===== src/rtl/mem_bus_arbiter_if.sv =====
// Bus bundle for mem_bus_arbiter: two requesting masters and one memory slave,
// all using the native memory protocol (addr, wdata, wmask, rstrb, rdata) plus
// a per-master completion pulse.
//   slave  modport: the arbiter's view (it serves both masters, drives the slave port)
//   master modport: the environment's view (requesters and the memory behind s_*)
interface mem_bus_arbiter_if #(
    parameter int ADDR_W = 32,
    parameter int DATA_W = 32
);
    logic [ADDR_W-1:0]   m0_addr;
    logic [DATA_W-1:0]   m0_wdata;
    logic [DATA_W/8-1:0] m0_wmask;
    logic                m0_rstrb;
    logic [DATA_W-1:0]   m0_rdata;
    logic                m0_done;

    logic [ADDR_W-1:0]   m1_addr;
    logic [DATA_W-1:0]   m1_wdata;
    logic [DATA_W/8-1:0] m1_wmask;
    logic                m1_rstrb;
    logic [DATA_W-1:0]   m1_rdata;
    logic                m1_done;

    logic [ADDR_W-1:0]   s_addr;
    logic [DATA_W-1:0]   s_wdata;
    logic [DATA_W/8-1:0] s_wmask;
    logic                s_rstrb;
    logic [DATA_W-1:0]   s_rdata;

    logic                busy;

    modport slave (
        input  m0_addr, m0_wdata, m0_wmask, m0_rstrb,
        input  m1_addr, m1_wdata, m1_wmask, m1_rstrb,
        input  s_rdata,
        output m0_rdata, m0_done, m1_rdata, m1_done,
        output s_addr, s_wdata, s_wmask, s_rstrb,
        output busy
    );

    modport master (
        output m0_addr, m0_wdata, m0_wmask, m0_rstrb,
        output m1_addr, m1_wdata, m1_wmask, m1_rstrb,
        output s_rdata,
        input  m0_rdata, m0_done, m1_rdata, m1_done,
        input  s_addr, s_wdata, s_wmask, s_rstrb,
        input  busy
    );
endinterface


===== src/rtl/mem_bus_arbiter.sv =====
// mem_bus_arbiter: shares one single-ported memory between two masters.
// Round-robin on conflict (master 0 wins the first one after reset), one
// ISSUE cycle per transaction, reads wait READ_LAT cycles for slave data.
// Optional statistics counters are built when the macro ARB_STATS_EN is defined.
module mem_bus_arbiter #(
    parameter int ADDR_W   = 32,
    parameter int DATA_W   = 32,
    parameter int READ_LAT = 1
) (
    input  logic                 clk,
    input  logic                 reset,
    mem_bus_arbiter_if.slave     bus
`ifdef ARB_STATS_EN
    ,
    output logic [15:0]          m0_gnt_cnt,
    output logic [15:0]          m1_gnt_cnt,
    output logic [15:0]          conflict_cnt
`endif
);
    localparam int MASK_W = DATA_W / 8;
    // lat_cnt counts the remaining RWAIT cycles; READ_LAT is limited to 1..4
    localparam logic [1:0] LAT_INIT = 2'(READ_LAT - 1);

    typedef enum logic [1:0] {
        IDLE  = 2'd0,
        ISSUE = 2'd1,
        RWAIT = 2'd2
    } state_t;

    state_t              state_q, state_d;
    logic                gnt_q, gnt_d;          // 0 = master 0, 1 = master 1
    logic                last_gnt_q, last_gnt_d;
    logic [1:0]          lat_cnt_q, lat_cnt_d;
    logic [ADDR_W-1:0]   s_addr_q, s_addr_d;
    logic [DATA_W-1:0]   s_wdata_q, s_wdata_d;
    logic [DATA_W-1:0]   m0_rdata_q, m0_rdata_d;
    logic [DATA_W-1:0]   m1_rdata_q, m1_rdata_d;

    logic                req0, req1;
    logic [ADDR_W-1:0]   g_addr;
    logic [DATA_W-1:0]   g_wdata;
    logic [MASK_W-1:0]   g_wmask;
    logic [MASK_W-1:0]   s_wmask_c;
    logic                s_rstrb_c;
    logic                done_c;

    assign req0 = bus.m0_rstrb | (|bus.m0_wmask);
    assign req1 = bus.m1_rstrb | (|bus.m1_wmask);

    // Request fields of the currently granted master
    assign g_addr  = gnt_q ? bus.m1_addr  : bus.m0_addr;
    assign g_wdata = gnt_q ? bus.m1_wdata : bus.m0_wdata;
    assign g_wmask = gnt_q ? bus.m1_wmask : bus.m0_wmask;

    // Next-state, grant decision and slave/master strobes
    always_comb begin
        state_d    = state_q;
        gnt_d      = gnt_q;
        last_gnt_d = last_gnt_q;
        lat_cnt_d  = lat_cnt_q;
        s_addr_d   = s_addr_q;
        s_wdata_d  = s_wdata_q;
        m0_rdata_d = m0_rdata_q;
        m1_rdata_d = m1_rdata_q;
        s_wmask_c  = '0;
        s_rstrb_c  = 1'b0;
        done_c     = 1'b0;

        case (state_q)
            IDLE: begin
                if (req0 || req1) begin
                    if (req0 && req1) begin
                        gnt_d = ~last_gnt_q;
                    end else begin
                        gnt_d = req1;
                    end
                    last_gnt_d = gnt_d;
                    state_d    = ISSUE;
                end
            end
            ISSUE: begin
                s_addr_d  = g_addr;
                s_wdata_d = g_wdata;
                // A nonzero mask makes it a write even if rstrb is also high
                if (|g_wmask) begin
                    s_wmask_c = g_wmask;
                    done_c    = 1'b1;
                    state_d   = IDLE;
                end else begin
                    s_rstrb_c = 1'b1;
                    lat_cnt_d = LAT_INIT;
                    state_d   = RWAIT;
                end
            end
            RWAIT: begin
                if (lat_cnt_q == 2'd0) begin
                    done_c = 1'b1;
                    if (gnt_q) begin
                        m1_rdata_d = bus.s_rdata;
                    end else begin
                        m0_rdata_d = bus.s_rdata;
                    end
                    state_d = IDLE;
                end else begin
                    lat_cnt_d = lat_cnt_q - 2'd1;
                end
            end
            default: begin
                state_d = IDLE;
            end
        endcase
    end

    // State and datapath registers; reset aborts any transaction in flight
    always_ff @(posedge clk or posedge reset) begin
        if (reset) begin
            state_q    <= IDLE;
            gnt_q      <= 1'b0;
            last_gnt_q <= 1'b1;
            lat_cnt_q  <= 2'd0;
            s_addr_q   <= '0;
            s_wdata_q  <= '0;
            m0_rdata_q <= '0;
            m1_rdata_q <= '0;
        end else begin
            state_q    <= state_d;
            gnt_q      <= gnt_d;
            last_gnt_q <= last_gnt_d;
            lat_cnt_q  <= lat_cnt_d;
            s_addr_q   <= s_addr_d;
            s_wdata_q  <= s_wdata_d;
            m0_rdata_q <= m0_rdata_d;
            m1_rdata_q <= m1_rdata_d;
        end
    end

    // Address/data follow the granted master during ISSUE and hold otherwise;
    // read data is forwarded to the master in the same cycle as its done pulse
    assign bus.s_addr   = s_addr_d;
    assign bus.s_wdata  = s_wdata_d;
    assign bus.s_wmask  = s_wmask_c;
    assign bus.s_rstrb  = s_rstrb_c;
    assign bus.m0_done  = done_c & ~gnt_q;
    assign bus.m1_done  = done_c &  gnt_q;
    assign bus.m0_rdata = m0_rdata_d;
    assign bus.m1_rdata = m1_rdata_d;
    assign bus.busy     = (state_q != IDLE);

`ifdef ARB_STATS_EN
    logic [15:0] m0_gnt_cnt_q, m0_gnt_cnt_d;
    logic [15:0] m1_gnt_cnt_q, m1_gnt_cnt_d;
    logic [15:0] conflict_cnt_q, conflict_cnt_d;

    function automatic logic [15:0] sat_inc(input logic [15:0] v, input logic en);
        return (en && (v != 16'hFFFF)) ? v + 16'd1 : v;
    endfunction

    // Saturating grant and conflict counters
    always_comb begin
        m0_gnt_cnt_d   = sat_inc(m0_gnt_cnt_q, (state_q == ISSUE) && !gnt_q);
        m1_gnt_cnt_d   = sat_inc(m1_gnt_cnt_q, (state_q == ISSUE) &&  gnt_q);
        conflict_cnt_d = sat_inc(conflict_cnt_q, (state_q == IDLE) && req0 && req1);
    end

    // Counter registers, cleared by reset
    always_ff @(posedge clk or posedge reset) begin
        if (reset) begin
            m0_gnt_cnt_q   <= 16'd0;
            m1_gnt_cnt_q   <= 16'd0;
            conflict_cnt_q <= 16'd0;
        end else begin
            m0_gnt_cnt_q   <= m0_gnt_cnt_d;
            m1_gnt_cnt_q   <= m1_gnt_cnt_d;
            conflict_cnt_q <= conflict_cnt_d;
        end
    end

    assign m0_gnt_cnt   = m0_gnt_cnt_q;
    assign m1_gnt_cnt   = m1_gnt_cnt_q;
    assign conflict_cnt = conflict_cnt_q;
`endif
endmodule


===== src/flat_wrapper.sv =====
// flat-port wrapper written by rule: the top's interface ports become plain ports
module mem_bus_arbiter_flat 
#(
    parameter int ADDR_W   = 32,
    parameter int DATA_W   = 32,
    parameter int READ_LAT = 1
)
  (clk, reset, bus_m0_addr, bus_m0_wdata, bus_m0_wmask, bus_m0_rstrb, bus_m1_addr, bus_m1_wdata, bus_m1_wmask, bus_m1_rstrb, bus_s_rdata, bus_m0_rdata, bus_m0_done, bus_m1_rdata, bus_m1_done, bus_s_addr, bus_s_wdata, bus_s_wmask, bus_s_rstrb, bus_busy);
  mem_bus_arbiter_if #(.ADDR_W(ADDR_W), .DATA_W(DATA_W)) bus_i ();
  input  logic clk;
  input  logic reset;
  input wire logic [$bits(bus_i.m0_addr)-1:0] bus_m0_addr;
  input wire logic [$bits(bus_i.m0_wdata)-1:0] bus_m0_wdata;
  input wire logic [$bits(bus_i.m0_wmask)-1:0] bus_m0_wmask;
  input wire logic [$bits(bus_i.m0_rstrb)-1:0] bus_m0_rstrb;
  input wire logic [$bits(bus_i.m1_addr)-1:0] bus_m1_addr;
  input wire logic [$bits(bus_i.m1_wdata)-1:0] bus_m1_wdata;
  input wire logic [$bits(bus_i.m1_wmask)-1:0] bus_m1_wmask;
  input wire logic [$bits(bus_i.m1_rstrb)-1:0] bus_m1_rstrb;
  input wire logic [$bits(bus_i.s_rdata)-1:0] bus_s_rdata;
  output wire logic [$bits(bus_i.m0_rdata)-1:0] bus_m0_rdata;
  output wire logic [$bits(bus_i.m0_done)-1:0] bus_m0_done;
  output wire logic [$bits(bus_i.m1_rdata)-1:0] bus_m1_rdata;
  output wire logic [$bits(bus_i.m1_done)-1:0] bus_m1_done;
  output wire logic [$bits(bus_i.s_addr)-1:0] bus_s_addr;
  output wire logic [$bits(bus_i.s_wdata)-1:0] bus_s_wdata;
  output wire logic [$bits(bus_i.s_wmask)-1:0] bus_s_wmask;
  output wire logic [$bits(bus_i.s_rstrb)-1:0] bus_s_rstrb;
  output wire logic [$bits(bus_i.busy)-1:0] bus_busy;
  assign bus_i.m0_addr = bus_m0_addr;
  assign bus_i.m0_wdata = bus_m0_wdata;
  assign bus_i.m0_wmask = bus_m0_wmask;
  assign bus_i.m0_rstrb = bus_m0_rstrb;
  assign bus_i.m1_addr = bus_m1_addr;
  assign bus_i.m1_wdata = bus_m1_wdata;
  assign bus_i.m1_wmask = bus_m1_wmask;
  assign bus_i.m1_rstrb = bus_m1_rstrb;
  assign bus_i.s_rdata = bus_s_rdata;
  assign bus_m0_rdata = bus_i.m0_rdata;
  assign bus_m0_done = bus_i.m0_done;
  assign bus_m1_rdata = bus_i.m1_rdata;
  assign bus_m1_done = bus_i.m1_done;
  assign bus_s_addr = bus_i.s_addr;
  assign bus_s_wdata = bus_i.s_wdata;
  assign bus_s_wmask = bus_i.s_wmask;
  assign bus_s_rstrb = bus_i.s_rstrb;
  assign bus_busy = bus_i.busy;
  mem_bus_arbiter #(.ADDR_W(ADDR_W), .DATA_W(DATA_W), .READ_LAT(READ_LAT)) u_core (.clk(clk), .reset(reset), .bus(bus_i));
endmodule

===== config.mk =====
export PLATFORM = sky130hd
export DESIGN_NAME = mem_bus_arbiter_flat
export DESIGN_NICKNAME = d
export VERILOG_FILES = /design/src/rtl/mem_bus_arbiter_if.sv /design/src/rtl/mem_bus_arbiter.sv /design/src/flat_wrapper.sv
export SDC_FILE = /design/constraint.sdc
export NUM_CORES = 1
export LEC_CHECK = 0
export CAP_MARGIN = 10
export CORE_ASPECT_RATIO = 1.2
export CORE_UTILIZATION = 25
export DETAILED_ROUTE_END_ITERATION = 12
export PLACE_DENSITY = 0.62
export SLEW_MARGIN = 20
export SYNTH_ARGS = -nofsm -noshare
export SYNTH_HDL_FRONTEND = slang
export SYNTH_SLANG_ARGS = --single-unit

===== constraint.sdc =====
create_clock -name clk -period 5.4 [get_ports clk]
set_input_delay 1.08 -clock clk [delete_from_list [all_inputs] [get_ports clk]]
set_output_delay 1.08 -clock clk [all_outputs]
set_load 0.02 [all_outputs]

==> out/results.tsv, run 1 <==
stage	metric	value	unit
timing	PnR worst setup slack	1.20	ns
worst_setup_path	Max FO, Critical Path	32	
worst_setup_path	crit path capture type	primary output	
timing	fin crit share	77.8	%
detailed_routing	routed vias	4625	
finish	layout cells sized above 1	13.9	%
logic_synthesis	Post-synth EDFFs	0	
clock_tree	Clock transition at path regs	0.06	ns
logic_synthesis	top-area cell type share of the netlist area	57.7	%
grt	all-layer global routing usage	14.2	%
logic_synthesis	top post-synthesis cells by area	dfrtp_1, mux2_2, mux2i_1	
logic_synthesis	library cells used by synthesis	28	
timing	max-slew violation count	0	
grt	vias in the first global route	4911	
worst_setup_path	required time of the critical path	4.32	ns
logic_synthesis	Syn Area/Cell	12.2	sq um
worst_setup_path	worst endpoint data arrival time	3.12	ns
worst_setup_path	kind of critical path	flip-flop to primary output	
detailed_routing	Residual DRC	0	
timing	Setup violations, final	0	
worst_setup_path	CP peak stage delay	0.72	ns
finish	Area Overhead vs Synth	68.7	%
grt	pin count of the biggest net entering global routing	87	
timing	Slew @ Worst Pin	1.02	ns
logic_synthesis	FFs w/ async S/R, synth	100	%
power_and_ir_drop	peak supply drop	0.295	mV
placement	global placement routability congestion	0.707	
logic_synthesis	Synth Register Bits	134	
outcome	status	completed	
logic_synthesis	Syn Nets	649	
logic_synthesis	biggest area consumer among synthesized cells	dfrtp_1	
worst_setup_path	crit path max-delay cell type	nand3_2	
clock_tree	Post CTS Setup Buffer Count	0	
clock_tree	root buffer cell	clkbuf_16	
placement	hpwl dp	12100	microns
clock_tree	H-tree levels	4	
detailed_routing	Routed Antenna Nets	0	
detailed_routing	DRT Wirelength	16800	microns
power_and_ir_drop	Leak	4.16	nW
floorplanning	site row count	60	
floorplanning	Die Ht	168	microns
worst_setup_path	R2R setup slack	3.09	ns
worst_setup_path	CP top delay family	buffers and inverters	
grt	antenna violations before repair	0	
floorplanning	Die Area	23700	sq um
timing	RSZ-0062 raised after global routing	false	
logic_synthesis	most frequent cells after synthesis	dfrtp_1, mux2i_1, nor2_1	
detailed_routing	DR WL/cell	15.7	microns
timing	Fin Hold WS	0.476	ns
power_and_ir_drop	Power Density	645	nW/um^2
floorplanning	I/O pins	308	
placement	IO buf count	307	
clock_tree	Skew-Pair Late Insertion Delay	0.41	ns
timing	Rel. slew slack	32.3	%
finish	Core Util, Final	43.2	%
worst_hold_path	Hold WC Path Type	flip-flop to flip-flop	
worst_setup_path	CP cell instances	inv_1, nand3_2, mux2_2, clkdlybuf4s50_1	
logic_synthesis	Mapped Cells	473	
timing	Hold Vio Cnt, Final	0	
clock_tree	CTS tree	built	
timing	skew final	0.0141	ns
clock_tree	CTS buffer count	17	
detailed_routing	Via density	4.34	
finish	n_diodes	0	
detailed_routing	First-pass DRT Iterations	4	
logic_synthesis	Mapped Area	5770	sq um
floorplanning	starting density of the core	25.6	%
clock_tree	hold buffers post-CTS	0	
timing	Final TNS setup	0	ns
detailed_routing	Starting DRT DRC Count	69	
logic_synthesis	count leader, synth	dfrtp_1	
placement	post-place setup slack	1.20	ns
timing	f_max	238	MHz
timing	min cycle time layout	4.20	ns
logic_synthesis	Ys Warns	0	
grt	overflow left after global routing	0	
floorplanning	Core Area	22500	sq um
clock_tree	CTS resizes	0	
worst_setup_path	startpoint types	flip-flop	
worst_setup_path	Bufs and invs on worst path	2	
run	max-capacitance violation count	0	
clock_tree	CTS Sinks	134	
finish	fin nets	949	
logic_synthesis	Post-synth top flop	dfrtp_1	
logic_synthesis	sequential share of the synthesized area	58.1	%
clock_tree	clock buffer depth	2	
finish	fillers	2137	
grt	global-route wire length before repair	25900	microns
floorplanning	die width	141	microns
## worst register-to-register path, cell delays in order, from the launching register on
cell,delay [ns]
dfrtp_1,0.41
inv_1,0.12
ha_4,0.65
buf_12,0.35
nor2b_1,0.22
a22oi_1,0.12
and3_1,0.22
o22ai_1,0.13
## cell families after synthesis
family                     after synthesis  synth area share, %
AOI/OAI and AO/OA                       75                 6.79
and+or+nand+nor                         89                 6.77
DFF                                    134                 58.1
muxes                                  134                 24.7
adders and majority gates                4                0.868
buffers and inverters                   37                 2.71
## per-stage QoR
| stage | area [sq um] | instances | total power, mW |
|---|---|---|---|
| 3_3_place_gp | 9140 | 1033 | 5.12 |
| 2_1_floorplan | 5770 | 473 | 3.52 |
| 6_report | 9730 | 1065 | 6.27 |
| 4_1_cts | 9730 | 1065 | 6.37 |
| 3_5_place_dp | 9140 | 1033 | 5.15 |
| 5_1_grt | 9730 | 1065 | 6.64 |
## state kept, by name, indices dropped and copies added, names as in the netlist
name / cells
u_core.m1_rdata_q: 32
u_core.s_wdata_q: 32
u_core.state_q: 2
u_core.s_addr_q: 32
u_core.last_gnt_q: 1
u_core.m0_rdata_q: 32
u_core.lat_cnt_q: 2
u_core.gnt_q: 1
## where the power goes
| group | internal [mW] | switching, mW |
|---|---|---|
| Clock | 0.695 | 0.477 |
| Combinational | 1.63 | 1.82 |
| Sequential | 1.50 | 0.148 |
| Total | 3.83 | 2.44 |
## worst paths after layout
check / start / to / depth (start not counted)
max reg2reg: u_core.state_q[1] / u_core.lat_cnt_q[1] / 7
min reg2reg: u_core.lat_cnt_q[0] / u_core.lat_cnt_q[0] / 1
min in group asynchronous: reset / u_core.m0_rdata_q[24] / 2
max: u_core.gnt_q / bus_m0_rdata[8] / 4
min: u_core.lat_cnt_q[0] / u_core.lat_cnt_q[0] / 1
max in group asynchronous: reset / u_core.last_gnt_q / 3
## routing by layer
metal	GRT usage, %	up-vias	share of wire, %
li1	-	2241	-
met1	15.5	2172	40
met2	24.5	202	48
met3	6.71	10	11
met4	4.21	0	0.97
met5	0	-	0
## cells in the final DEF (no fill, tap or decap), types with 2 or more instances in the layout
| cell type | Yosys | layout |
|---|---|---|
| nor2_1 | 68 | 68 |
| and3_1 | 2 | 2 |
| clkinv_4 | 0 | 3 |
| mux2_2 | 64 | 64 |
| nand3_2 | 0 | 2 |
| mux2i_1 | 69 | 69 |
| inv_8 | 0 | 2 |
| ha_1 | 4 | 3 |
| bufinv_16 | 0 | 2 |
| o21ai_0 | 4 | 4 |
| o21a_1 | 2 | 2 |
| clkdlybuf4s50_1 | 0 | 307 |
| nor2b_1 | 5 | 5 |
| a21oi_1 | 65 | 65 |
| clkbuf_16 | 0 | 17 |
| inv_1 | 7 | 6 |
| clkinvlp_4 | 0 | 3 |
| dfrtp_1 | 133 | 132 |
| inv_6 | 0 | 5 |
| buf_4 | 0 | 3 |
| nand2_1 | 6 | 6 |
## cell type report
class	count	area, sq um	share of cell area, %
tap	279	349	3.59
inverter	7	31.3	0.321
sequential	134	3360	34.5
clock buffer	18	429	4.41
clock inverter	14	166	1.71
multi-input combinational	302	2280	23.4
timing repair buffer	311	3120	32.0
Power figures use the tool's default switching activity.
==> run 2: changes to the inputs <==
==> constraint.sdc (replaced) <==
create_clock -name clk -period 4.1 [get_ports clk]
set_input_delay 0.82 -clock clk [delete_from_list [all_inputs] [get_ports clk]]
set_output_delay 0.82 -clock clk [all_outputs]
set_load 0.02 [all_outputs]
==> out/results.tsv, run 2 (same netlist as run 1, synthesis figures left out) <==
stage	metric	value	unit	change
finish	post-route cell area	9830	sq um	+1.0%
detailed_routing	Starting DRT DRC Count	95		+38%
timing	Slew @ Worst Pin	0.841	ns	-0.175 ns
grt	antenna violations before repair	0		unchanged
finish	commonest non-fill, non-tap cell in the layout	clkdlybuf4s50_1		
floorplanning	I/O pins	308		unchanged
timing	RSZ-0062 raised after global routing	false		
worst_setup_path	worst-case reg-to-reg path depth	5		-2
timing	fin crit share	90.7	%	
clock_tree	clock buffer depth	2		unchanged
detailed_routing	DR WL/cell	15.6	microns	-1.1%
clock_tree	CTS Sinks	134		unchanged
floorplanning	site row count	60		unchanged
clock_tree	hold buffers post-CTS	0		unchanged
clock_tree	Clock transition at path regs	0.06	ns	about the same
power_and_ir_drop	peak supply drop	0.510	mV	+73%
finish	Non-Filler Instances	1069		+0.38%
floorplanning	Core Area	22500	sq um	unchanged
worst_setup_path	crit path capture type	primary output		
timing	max-slew violation count	0		unchanged
power_and_ir_drop	Tot Pwr	8.33	mW	+33%
clock_tree	Post CTS Setup Buffer Count	0		unchanged
worst_setup_path	kind of critical path	flip-flop to primary output		
timing	Fin Hold WS	0.469	ns	-0.00694 ns
floorplanning	die width	141	microns	unchanged
timing	Rel. slew slack	44.0	%	+12 points
finish	layout cells sized above 1	14.3	%	+0.44 points
finish	most frequent cells in the layout	clkdlybuf4s50_1, dfrtp_1, mux2i_1, nor2_1, a21oi_1		
clock_tree	CTS resizes	0		unchanged
timing	Hold Vio Cnt, Final	0		unchanged
detailed_routing	Routed Antenna Nets	0		unchanged
clock_tree	CTS tree	built		
power_and_ir_drop	Power Density	847	nW/um^2	+31%
clock_tree	CTS buffer count	17		unchanged
worst_hold_path	Hold WC Path Type	flip-flop to flip-flop		
clock_tree	H-tree levels	4		unchanged
placement	hpwl dp	12100	microns	+0.67%
placement	global placement routability congestion	0.728		+2.9%
power_and_ir_drop	Leak	4.21	nW	+1.2%
worst_setup_path	worst endpoint data arrival time	2.90	ns	-0.22 ns
finish	fin nets	953		+0.42%
clock_tree	Skew-Pair Late Insertion Delay	0.42	ns	about the same
detailed_routing	DRT Wirelength	16600	microns	-0.72%
worst_hold_path	WHS Path Cells	1		unchanged
placement	post-place setup slack	0.444	ns	-0.753 ns
timing	skew final	0.0117	ns	-0.00240 ns
finish	Area Overhead vs Synth	70.4	%	
grt	global-route wire length before repair	26000	microns	+0.51%
placement	post-placement cell count	1037		+0.39%
timing	f_max	269	MHz	
placement	dpl cell area	9210	sq um	+0.86%
grt	vias in the first global route	4813		-2.0%
outcome	status	completed		
grt	pin count of the biggest net entering global routing	82		-5.7%
timing	PnR worst setup slack	0.382	ns	-0.816 ns
finish	Core Util, Final	43.7	%	+0.45 points
worst_setup_path	Max FO, Critical Path	50		+56%
run	max-capacitance violation count	0		unchanged
detailed_routing	First-pass DRT Iterations	4		unchanged
worst_setup_path	startpoint types	flip-flop		
detailed_routing	Residual DRC	0		unchanged
floorplanning	Die Ht	168	microns	unchanged
detailed_routing	routed vias	4618		-0.15%
grt	all-layer global routing usage	14.3	%	about the same
clock_tree	root buffer cell	clkbuf_16		
finish	n_diodes	0		unchanged
timing	min cycle time layout	3.72	ns	
floorplanning	starting density of the core	25.6	%	unchanged
worst_setup_path	required time of the critical path	3.28	ns	-1.04 ns
grt	overflow left after global routing	0		unchanged
placement	IO buf count	307		unchanged
floorplanning	Die Area	23700	sq um	unchanged
timing	Final TNS setup	0	ns	unchanged
timing	Setup violations, final	0		unchanged
detailed_routing	Via density	4.32		-0.52%
## run 2: final timing paths
kind,from,end,slack (ns)
setup / recovery,u_core.gnt_q,bus_s_wdata[1],0.38
hold / removal,u_core.lat_cnt_q[0],u_core.lat_cnt_q[0],0.47
setup reg to reg,u_core.gnt_q,u_core.lat_cnt_q[1],1.98
hold reg to reg,u_core.lat_cnt_q[0],u_core.lat_cnt_q[0],0.47
max in group asynchronous,reset,u_core.s_wdata_q[3],2.81
min in group asynchronous,reset,u_core.m0_rdata_q[29],0.85
## run 2: final cells by class
| cell class | count | area, sq um |
|---|---|---|
| Fill cell | 2144 | 12700 |
| Sequential cell | 134 | 3360 |
| Timing Repair Buffer | 315 | 3200 |
| Multi-Input combinational cell | 302 | 2280 |
| Clock buffer | 18 | 429 |
| Tap cell | 279 | 349 |
| Clock inverter | 14 | 189 |
| Inverter | 7 | 30.0 |
## run 2: power breakdown
group	internal, mW	switching, mW
Combinational	2.16	2.40
Clock	0.977	0.635
Sequential	1.98	0.178
## run 2: worst max-delay path, cell delays in order, from the launching register on
cell and delay (ns):
dfrtp_4 0.55, buf_4 0.68, mux2i_1 0.26, a21oi_1 0.26, clkdlybuf4s50_1 0.67
## run 2: metal layers
layer | wire length [microns] | up-vias | track usage, %
met5 | 0 | - | 0
met4 | 223 | 0 | 4.87
met3 | 1810 | 16 | 6.29
met2 | 8110 | 203 | 25.1
met1 | 6500 | 2149 | 15.1
li1 | - | 2250 | -
==> run 3: changes to the inputs <==
--- a/config.mk
+++ b/config.mk
@@ -5,6 +5,7 @@
 export SDC_FILE = /design/constraint.sdc
 export NUM_CORES = 1
 export LEC_CHECK = 0
+export ABC_CLOCK_PERIOD_IN_PS = 4300
 export CAP_MARGIN = 10
 export CORE_ASPECT_RATIO = 1.2
 export CORE_UTILIZATION = 25
==> constraint.sdc (replaced) <==
create_clock -name clk -period 4.3 [get_ports clk]
set_input_delay 0.86 -clock clk [delete_from_list [all_inputs] [get_ports clk]]
set_output_delay 0.86 -clock clk [all_outputs]
set_load 0.02 [all_outputs]
==> out/results.tsv, run 3 (same netlist as run 1, synthesis figures left out) <==
stage	metric	value	unit	change
grt	vias in the first global route	4809		-0.083%
placement	global placement routability congestion	0.717		-1.6%
worst_hold_path	Hold WC Path Type	flip-flop to flip-flop		
clock_tree	Post CTS Setup Buffer Count	0		unchanged
clock_tree	CTS resizes	0		unchanged
clock_tree	CTS tree	built		
floorplanning	Core Area	22500	sq um	unchanged
finish	layout cells sized above 1	14.4	%	+0.13 points
grt	global-route wire length before repair	25900	microns	-0.40%
timing	Setup violations, final	0		unchanged
detailed_routing	Residual DRC	0		unchanged
detailed_routing	First-pass DRT Iterations	4		unchanged
timing	Rel. slew slack	49.8	%	+5.8 points
detailed_routing	DRT Wirelength	16700	microns	+0.45%
finish	fin nets	953		unchanged
worst_setup_path	kind of critical path	flip-flop to primary output		
placement	hpwl dp	12300	microns	+1.1%
floorplanning	die width	141	microns	unchanged
floorplanning	Die Area	23700	sq um	unchanged
finish	most frequent cells in the layout	clkdlybuf4s50_1, dfrtp_1, mux2i_1, nor2_1, a21oi_1		
detailed_routing	Routed Antenna Nets	0		unchanged
finish	fillers	2176		+1.5%
finish	Core Util, Final	43.4	%	-0.27 points
timing	min cycle time layout	3.82	ns	
clock_tree	clock buffer depth	2		unchanged
run	max-capacitance violation count	0		unchanged
timing	Final TNS setup	0	ns	unchanged
worst_setup_path	startpoint types	flip-flop		
worst_setup_path	worst endpoint data arrival time	2.96	ns	+0.06 ns
outcome	status	completed		
clock_tree	Skew-Pair Late Insertion Delay	0.42	ns	about the same
placement	post-placement cell count	1037		unchanged
detailed_routing	Starting DRT DRC Count	80		-16%
timing	max-slew violation count	0		unchanged
worst_setup_path	Max FO, Critical Path	19		-62%
power_and_ir_drop	Tot Pwr	7.84	mW	-5.8%
clock_tree	H-tree levels	4		unchanged
detailed_routing	Via density	4.35		+0.80%
placement	IO buf count	307		unchanged
grt	antenna violations before repair	0		unchanged
detailed_routing	DR WL/cell	15.6	microns	+0.45%
clock_tree	hold buffers post-CTS	0		unchanged
power_and_ir_drop	Power Density	803	nW/um^2	-5.2%
floorplanning	site row count	60		unchanged
timing	fin crit share	88.8	%	
detailed_routing	routed vias	4655		+0.80%
finish	commonest non-fill, non-tap cell in the layout	clkdlybuf4s50_1		
timing	RSZ-0062 raised after global routing	false		
grt	all-layer global routing usage	14.3	%	about the same
finish	n_diodes	0		unchanged
worst_setup_path	crit path capture type	primary output		
worst_setup_path	required time of the critical path	3.44	ns	+0.16 ns
floorplanning	starting density of the core	25.6	%	unchanged
clock_tree	root buffer cell	clkbuf_16		
finish	Area Overhead vs Synth	69.4	%	
power_and_ir_drop	peak supply drop	0.386	mV	-24%
timing	Slew @ Worst Pin	0.753	ns	-0.0871 ns
timing	skew final	0.00969	ns	-0.00203 ns
grt	pin count of the biggest net entering global routing	86		+4.9%
power_and_ir_drop	Leak	4.19	nW	-0.41%
floorplanning	Die Ht	168	microns	unchanged
floorplanning	I/O pins	308		unchanged
timing	Hold Vio Cnt, Final	0		unchanged
clock_tree	CTS Sinks	134		unchanged
clock_tree	Clock transition at path regs	0.06	ns	about the same
finish	Non-Filler Instances	1069		unchanged
timing	f_max	262	MHz	
grt	overflow left after global routing	0		unchanged
clock_tree	CTS buffer count	17		unchanged
## run 3: final timing paths
| kind | startpoint | end | slack [ns] | cells after the start |
|---|---|---|---|---|
| max in group asynchronous | reset | u_core.gnt_q | 2.78 | 3 |
| setup reg to reg | u_core.state_q[0] | u_core.m0_rdata_q[28] | 2.21 | 5 |
| hold reg to reg | u_core.lat_cnt_q[0] | u_core.lat_cnt_q[0] | 0.48 | 1 |
| min in group asynchronous | reset | u_core.m1_rdata_q[19] | 0.89 | 3 |
| setup / recovery | u_core.state_q[0] | bus_m0_rdata[28] | 0.48 | 6 |
| hold / removal | u_core.lat_cnt_q[0] | u_core.lat_cnt_q[0] | 0.48 | 1 |
## run 3: power breakdown
group / total, mW / switching, mW / leakage [nW] / internal [mW]
Clock: 1.44 / 0.663 / 0.290 / 0.780
Sequential: 2.04 / 0.151 / 1.53 / 1.89
Combinational: 4.36 / 2.30 / 2.37 / 2.06
Total: 7.84 / 3.12 / 4.19 / 4.73
## run 3: layout make-up
type	instances	area [sq um]	share of cell area [%]
Clock inverter	15	158	1.61
Clock buffer	17	425	4.35
Timing Repair Buffer	315	3170	32.4
Multi-Input combinational cell	302	2280	23.3
Inverter	7	30.0	0.307
Sequential cell	134	3360	34.4
Tap cell	279	349	3.57
## run 3: worst max-delay path: stages, from the launching register on
cell and delay, ns:
dfrtp_1 0.41, inv_1 0.10, ha_1 0.24, nand3_2 0.48, buf_4 0.42, mux2_2 0.26, clkdlybuf4s50_1 0.62
## run 3: stage by stage
stage          hold WS (ns)  setup WS [ns]  instance area [sq um]
6_report              0.485          0.483                   9770
5_1_grt               0.506          0.297                   9770
4_1_cts               0.490          0.420                   9770
3_5_place_dp          0.481          0.547                   9190
3_3_place_gp          0.460          0.564                   9190
2_1_floorplan         0.451           1.58                   5770
## run 3: per-layer routing
| layer | track usage, % | share of wire (%) |
|---|---|---|
| met5 | 0 | 0 |
| met4 | 4.25 | 0.83 |
| met3 | 6.71 | 11 |
| met2 | 24.3 | 48 |
| met1 | 15.7 | 40 |
